File: src/rtl/memory_arbiter_pkg.sv
// Shared types and helpers for the unified-RAM arbiter between fetch and load/store.
package memory_arbiter_pkg;

  typedef enum logic [1:0] {ARB_IDLE, ARB_IBUSY, ARB_DBUSY} arb_state_t;
  typedef enum logic {ARB_FETCH, ARB_DATA} arb_kind_t;

  typedef logic [31:0] u32_t;

  // Saturating increment used by the fetch starvation counter.
  function automatic u32_t sat_inc(u32_t v, u32_t lim);
    return (v < lim) ? v + 32'd1 : lim;
  endfunction

endpackage

File: src/rtl/memory_arbiter.sv
// Arbitrates one RAM port between instruction fetch and data accesses. Data has
// priority, but a fetch waiting through STARVE_LIMIT data grants wins the next slot.
module memory_arbiter
  import memory_arbiter_pkg::*;
#(
  parameter int ADDR_W       = 32,
  parameter int DATA_W       = 32,
  parameter int STARVE_LIMIT = 4
) (
  input  logic              CLK,
  input  logic              nRST,
  input  logic              iREN,
  input  logic [ADDR_W-1:0] iaddr,
  output logic              ihit,
  output logic [DATA_W-1:0] iload,
  input  logic              dREN,
  input  logic              dWEN,
  input  logic [ADDR_W-1:0] daddr,
  input  logic [DATA_W-1:0] dstore,
  output logic              dhit,
  output logic [DATA_W-1:0] dload,
  output logic              ram_ren,
  output logic              ram_wen,
  output logic [ADDR_W-1:0] ram_addr,
  output logic [DATA_W-1:0] ram_wdata,
  input  logic [DATA_W-1:0] ram_rdata,
  input  logic              ram_ready
);

  localparam int SW = $clog2(STARVE_LIMIT + 1);
  localparam logic [SW-1:0] LIMIT = SW'(STARVE_LIMIT);

  arb_state_t        r_state;
  arb_kind_t         r_kind;
  logic [ADDR_W-1:0] r_addr;
  logic [DATA_W-1:0] r_wdata;
  logic              r_write;
  logic [SW-1:0]     r_starve;

  logic w_dreq, w_fetch_win, w_data_win, w_busy;

  always_ff @(posedge CLK or negedge nRST) begin
    if (!nRST) begin
      r_state  <= ARB_IDLE;
      r_kind   <= ARB_FETCH;
      r_addr   <= '0;
      r_wdata  <= '0;
      r_write  <= 1'b0;
      r_starve <= '0;
    end else begin
      case (r_state)
        ARB_IDLE: begin
          if (w_fetch_win) begin
            r_state  <= ARB_IBUSY;
            r_kind   <= ARB_FETCH;
            r_addr   <= iaddr;
            r_wdata  <= '0;
            r_write  <= 1'b0;
            r_starve <= '0;
          end else if (w_data_win) begin
            r_state  <= ARB_DBUSY;
            r_kind   <= ARB_DATA;
            r_addr   <= daddr;
            r_wdata  <= dstore;
            // A combined read+write request performs the write.
            r_write  <= dWEN;
            r_starve <= iREN ? SW'(sat_inc(u32_t'(r_starve), u32_t'(STARVE_LIMIT))) : '0;
          end else if (!iREN) begin
            r_starve <= '0;
          end
        end
        ARB_IBUSY, ARB_DBUSY: begin
          // The RAM cannot abort, so even a dropped requester waits for ram_ready.
          if (ram_ready) r_state <= ARB_IDLE;
        end
        default: r_state <= ARB_IDLE;
      endcase
    end
  end

  always_comb begin
    w_dreq      = dREN | dWEN;
    w_fetch_win = iREN & (~w_dreq | (r_starve >= LIMIT));
    w_data_win  = w_dreq & ~w_fetch_win;
    w_busy      = (r_state == ARB_IBUSY) || (r_state == ARB_DBUSY);

    // RAM side is driven only from latched grant state.
    ram_ren   = w_busy & ~r_write;
    ram_wen   = w_busy & r_write;
    ram_addr  = w_busy ? r_addr : '0;
    ram_wdata = (w_busy & r_write) ? r_wdata : '0;

    ihit  = w_busy & (r_kind == ARB_FETCH) & ram_ready & iREN;
    dhit  = w_busy & (r_kind == ARB_DATA) & ram_ready & w_dreq;
    iload = ihit ? ram_rdata : '0;
    dload = dhit ? ram_rdata : '0;
  end

endmodule
File: config.mk
export PLATFORM = sky130hd
export DESIGN_NAME = memory_arbiter
export DESIGN_NICKNAME = d
export VERILOG_FILES = /design/src/rtl/memory_arbiter_pkg.sv /design/src/rtl/memory_arbiter.sv
export SDC_FILE = /design/constraint.sdc
export NUM_CORES = 1
export LEC_CHECK = 0
export BUFFER_PORTS_ARGS = -buffer_cell sky130_fd_sc_hd__buf_2
export CAP_MARGIN = 0
export CELL_PAD_IN_SITES_DETAIL_PLACEMENT = 1
export CELL_PAD_IN_SITES_GLOBAL_PLACEMENT = 2
export CORE_UTILIZATION = 21
export CTS_BUF_LIST = sky130_fd_sc_hd__clkbuf_2 sky130_fd_sc_hd__clkbuf_4 sky130_fd_sc_hd__clkbuf_8
export DETAILED_ROUTE_END_ITERATION = 8
export GPL_TIMING_DRIVEN = 0
export PLACE_DENSITY = 0.81
export SLEW_MARGIN = 20
export SYNTH_ARGS = -nofsm -noshare
export SYNTH_HDL_FRONTEND = slang
export SYNTH_SLANG_ARGS = --single-unit
File: constraint.sdc
create_clock -name CLK -period 1.5 [get_ports CLK]
set_clock_uncertainty 0.1 [all_clocks]
set_input_delay 0.15 -clock CLK [delete_from_list [all_inputs] [get_ports CLK]]
set_output_delay 0.15 -clock CLK [all_outputs]
set_load 0.005 [all_outputs]
# After elaboration in Yosys (flattened, before gate mapping)
# Cells that the tools add are included.
op_classes:
  n_addsub: 1
  order_cmp: 2
  eq_ne: 5
  n_mux: 21
  bitwise_logic: 16
  reduce_logical: 7
op_table:
  columns: ["op", "count"]
  rows:
  - ["$mux W32", 8]
  - ["$mux W3", 5]
  - ["$and A1 B1 Y1", 10]
  - ["$mux W2", 3]
  - ["$reduce_and A2 Y1", 3]
  - ["$mux W1", 4]
  - ["$not A1 Y1", 4]
  - ["$pmux W2 S2", 1]
  - ["$add A3 B1 Y3 const B", 1]
  - ["$ge A3 B3 Y1 const B", 1]
  - ["$lt A3 B3 Y1 const B", 1]
  - ["$ne A3 B1 Y1 const B", 1]
  - ["$ne A3 B3 Y1 const B", 1]
  - ["$eq A2 B1 Y1 const B", 1]
  - ["$eq A2 B2 Y1 const B", 1]
  - ["$logic_not A2 Y1", 1]
  - ["$ne A2 B2 Y1 const B", 1]
  - ["$or A1 B1 Y1", 2]
  - ["$reduce_bool A2 Y1", 1]
  - ["$reduce_or A2 Y1", 1]
  - ["$logic_or A1 B1 Y1", 1]
totals:
  regBits: 71
  in_bits: 134
  out_inout_bits: 132
  word_cells: 58

# Logic depth before layout (Yosys ltp)
logic_depth:
  word_depth: 9
  mapped_depth: 6
  ltp_nobuf: 5

# Worst setup path after synthesis
# No wires, ideal clock.
synth_timing:
  path_kind: "reg2out"
  start: "reg r_state[0]"
  end: "out iload[10]"
  t_arrival_ps: 1338
  required_ps: 1250
  path_slack_ps: -88
  stages_incl_launch_ff: 7
  n_path_buf: 1
  path_cell_list: "dfrtp_1 inv_1 ha_1 nand2_1 nor3_2 clkbuf_1 and2_1"
synth_via:
  elab_chain_cells: 6
  elab_cells_between_ends: 7
  classes_between: "eq/ne: 2; mux: 1; bitwise: 3; reduce/logical: 1"
synth_rtl:
  columns: ["item", "line_no", "source"]
  rows:
  - ["start, declared", "memory_arbiter.sv:33", "arb_state_t r_state;"]
  - ["start signal, assigned", "memory_arbiter.sv:44", "r_state <= ARB_IDLE;"]
  - ["start signal, assigned", "memory_arbiter.sv:54", "r_state <= ARB_IBUSY;"]
  - ["start signal, assigned", "memory_arbiter.sv:61", "r_state <= ARB_DBUSY;"]
  - ["$eq A2 B1 Y1 / $eq A2 B2 Y1 (equally long branches)", "memory_arbiter.sv:85", "w_busy = (r_state == ARB_IBUSY) || (r_state == ARB_DBUSY);"]
  - ["$logic_or A1 B1 Y1 *", "memory_arbiter.sv:85", null]
  - ["$and A1 B1 Y1 * (3 in series)", "memory_arbiter.sv:93", "ihit = w_busy & (r_kind == ARB_FETCH) & ram_ready & iREN;"]
  - ["$mux W32 *", "memory_arbiter.sv:95", "iload = ihit ? ram_rdata : '0;"]
  - ["end, declared", "memory_arbiter.sv:15", "output logic [DATA_W-1:0] iload,"]
# Mark *: on every way between the ends. The rest lies on a longest branch, timed or not.

# Worst setup path in the final report
layout_timing:
  start: "reg r_state[1]"
  end: "out dload[20]"
layout_via:
  elab_chain_cells: 6
  elab_cells_between_ends: 7
  classes_between: "eq/ne: 2; mux: 1; bitwise: 3; reduce/logical: 1"
layout_rtl:
  columns: ["item", "line_no", "source"]
  rows:
  - ["$eq A2 B1 Y1 / $eq A2 B2 Y1 (equally long branches)", "memory_arbiter.sv:85", null]
  - ["$logic_or A1 B1 Y1 *", "memory_arbiter.sv:85", null]
  - ["$and A1 B1 Y1 * (3 in series)", "memory_arbiter.sv:94", "dhit = w_busy & (r_kind == ARB_DATA) & ram_ready & w_dreq;"]
  - ["$mux W32 *", "memory_arbiter.sv:96", "dload = dhit ? ram_rdata : '0;"]
  - ["end, declared", "memory_arbiter.sv:21", "output logic [DATA_W-1:0] dload,"]
# Marked as above.

==> impl_metrics.csv <==
group,metric,value,unit
global_route,use_met1,0.229,
sta,hold-worst-slack,0.0125,ns
floorplanning,core,0.0183,mm2
worst_setup_path,path_max_fanout,9,
global_route,met3_usage,0.0396,
synth,avgSynthCellArea,9.11,um2
clock_network,clk_latency,0.37,ns
layout,syn2layout_area_growth,102,%
worst_setup_path,cp-start-kind,"flip-flop",
detailed_routing,viasPerCell,4.67,
worst_setup_path,r2r-start,"r_state[1]",
sta,worst_slew_pin_slew,0.517,ns
global_route,busiest_layer,"met2",
clock_network,cts.htree.levels,3,
synth,synth-simple-area-share,0.247,
detailed_routing,post_drt_wl_per_cell,18.8,um
global_route,track_usage,0.186,
layout,n_antenna_cell,0,
global_route,grt_overflow,0,
clock_network,numCtsBuffers,9,
synth,synth_cells,437,
floorplanning,num_io_pins,266,
status,failed_checks,"setup timing",
worst_hold_path,hold_path_end,"r_addr[23]",
synth,synth.net_count,574,
power,leakagePower,4.08,nW
sta,finalHoldViolations,0,
run,max_cap_violations,0,
worst_setup_path,r2r_cells,6,
layout,multiInputGateArea,0.00230,mm2
clock_network,cts.sinks,71,
worst_setup_path,regToRegSetupSlack,-0.03,ns
status,status,"finished with violations",
sta,slew_viol_final,0,
layout,fin_util,0.440,
layout,n_fill_cell,2120,
layout,drive_above_1_share,0.491,
power,cellPowerDensity,1670,mW/mm2
clock_network,cts_tree,"yes",
sta,grt_setup_unrepaired,"true",
sta,fin_setup_tns,-66.82,ns
synth,synth_cell_type_count,29,
synth,synth_seq_area_share,0.446,
power,ir_worst_vdd,0.615,mV
global_route,use_met2,0.329,
detailed_routing,drt_wl_total,20200,um
clock_network,cts_root_buffer,"clkbuf_8",
layout,fin_nets,978,
sta,relSlewSlack,0.655,
layout,final_cell_mix,"249 x buf_2, 94 x dlygate4sd3_1, 73 x and2_1",
sta,max_freq,476,MHz
worst_setup_path,worst-setup-path-type,"flip-flop to output port",
worst_hold_path,min_path_type,"primary input to flip-flop",
sta,final.setup.worst_slack,-0.599,ns
synth,netlist_area,0.00398,mm2
synth,synth-seq-cells,71,
global_route,grt_max_degree,52,
sta,setup_violations,150,
layout,seqCellArea,0.00178,mm2
floorplanning,start_util,0.218,
synth,yosysWarnings,0,
floorplanning,die_area,0.0195,mm2
synth,synth_xor_area_frac,0,
synth,synth_fa_ha_area_frac,0.00943,
floorplanning,die_h,140,um
global_route,grt_first_pass_wirelength,28500,um
detailed_routing,drc_errors,0,
worst_setup_path,r2r_end,"r_wdata[11]",
floorplanning,dieWidth,140,um
layout,final_common_cell,"buf_2",
synth,synth_top_family_by_area,"simple AND/OR/NAND/NOR gates",
worst_hold_path,hp-start,"iaddr[23]",
placement,dp_hpwl,12300,um
worst_hold_path,hold_depth,3,
clock_network,cts.path.max_buffers,2,
placement,gp_congestion,0.780,
detailed_routing,drtIter0Drc,130,
worst_setup_path,arrival,1.85,ns
sta,post-route-period-util,1.40,
floorplanning,row_count,49,
global_route,grt_pass1_vias,5309,
sta,finalWorstPathRequiredPeriod,2.10,ns
detailed_routing,vias,5015,
placement,io_buffers,264,
global_route,antenna_found_initial,2,
detailed_routing,drtPass1Iterations,5,
worst_setup_path,required,1.25,ns
synth,synthMuxAreaShare,0,
clock_network,path_clk_slew,0.07,ns
detailed_routing,final_antenna_net_count,0,
synth,synth_compound_area_frac,0.236,
worst_setup_path,worstSetupEndpointType,"output port",
[Yosys cell counts (all sizes together)]
library cell	count	area [um2]
o21bai	1	18.8
and3	32	200
o22ai	2	12.5
ha	3	37.5
o21ai	33	165
buf	25	154
nand4	1	6.26
nor2	33	124
inv	6	22.5
a31oi	32	200
a21o	2	15.0
dfrtp	71	1780
clkbuf	18	67.6
o21ba	1	10.0
a21oi	33	169
and2	97	607
o2111a	1	11.3
o31ai	1	21.3
a22o	34	298
nand2	5	18.8
nor2b	2	12.5
o31a	1	8.76
nor3	2	15.0
a32o	1	10.0
[area by class of cell]
cell class,count,share of cell area
inverter,6,0.00280
buffer,42,0.0574
multi-input combinational,317,0.286
tap,229,0.0356
timing repair buffer,394,0.366
sequential,71,0.221
clock buffer,11,0.0180
clock inverter,5,0.0129
[through the flow]
step / instances / total power [mW] / area, um2 / setup slack, ns
2_1_floorplan: 437 / 6.32 / 4020 / -0.0124
3_3_place_gp: 930 / 8.46 / 5630 / -0.494
3_5_place_dp: 931 / 8.54 / 5660 / -0.482
4_1_cts: 1050 / 11.6 / 7230 / -0.609
5_1_grt: 1075 / 14.4 / 8050 / -0.689
6_report: 1075 / 13.5 / 8050 / -0.599
[critical path: stages, from the launching register on]
cell and delay [ns]:
dfrtp_1 0.36, inv_2 0.06, ha_4 0.30, o2111a_2 0.23, buf_12 0.15, clkbuf_16 0.14
and2_1 0.14, buf_2 0.12
[worst max-delay path by stage]
stage,from,to
6_report,r_state[1],dload[20]
2_1_floorplan,r_state[0],iload[10]
3_5_place_dp,r_state[1],ram_addr[25]
5_1_grt,r_state[0],iload[26]
4_1_cts,r_state[1],ram_addr[23]
3_3_place_gp,r_state[1],ram_addr[24]
[per-layer routing]
layer / share of wire / vias up
met5: 0.0013 / -
met2: 0.51 / 157
met4: 0.015 / 4
met3: 0.045 / 28
met1: 0.43 / 2477
li1: - / 2349
[timing repair]
item                                   CTS  global route
pin swaps                               20            53
endpoints found under the hold margin  135             3
hold buffers                            91             3
setup endpoints to repair              193           196
buffers inserted                         8             8
cloned                                   4            15
gates resized for setup                 79            95
[flip-flops by register name, indices dropped and copies added, names as in the netlist]
register and flops:
r_addr 32, r_wdata 32, r_starve 3, r_state 2, r_kind 1, r_write 1
[report_power, final]
group | switching, mW | internal (mW) | leakage [nW]
clock network | 0.815 | 1.17 | 0.127
logic | 3.65 | 4.50 | 3.11
registers | 0.504 | 2.83 | 0.844
total | 4.97 | 8.50 | 4.08
[cell families after synthesis]
family | Yosys count
AO/OA/AOI/OAI | 142
adder cells (fa/ha/maj) | 3
buffers and inverters | 49
flip-flops | 71
AND/OR/NAND/NOR | 172
No activity file was read; power rests on OpenSTA's default activity.
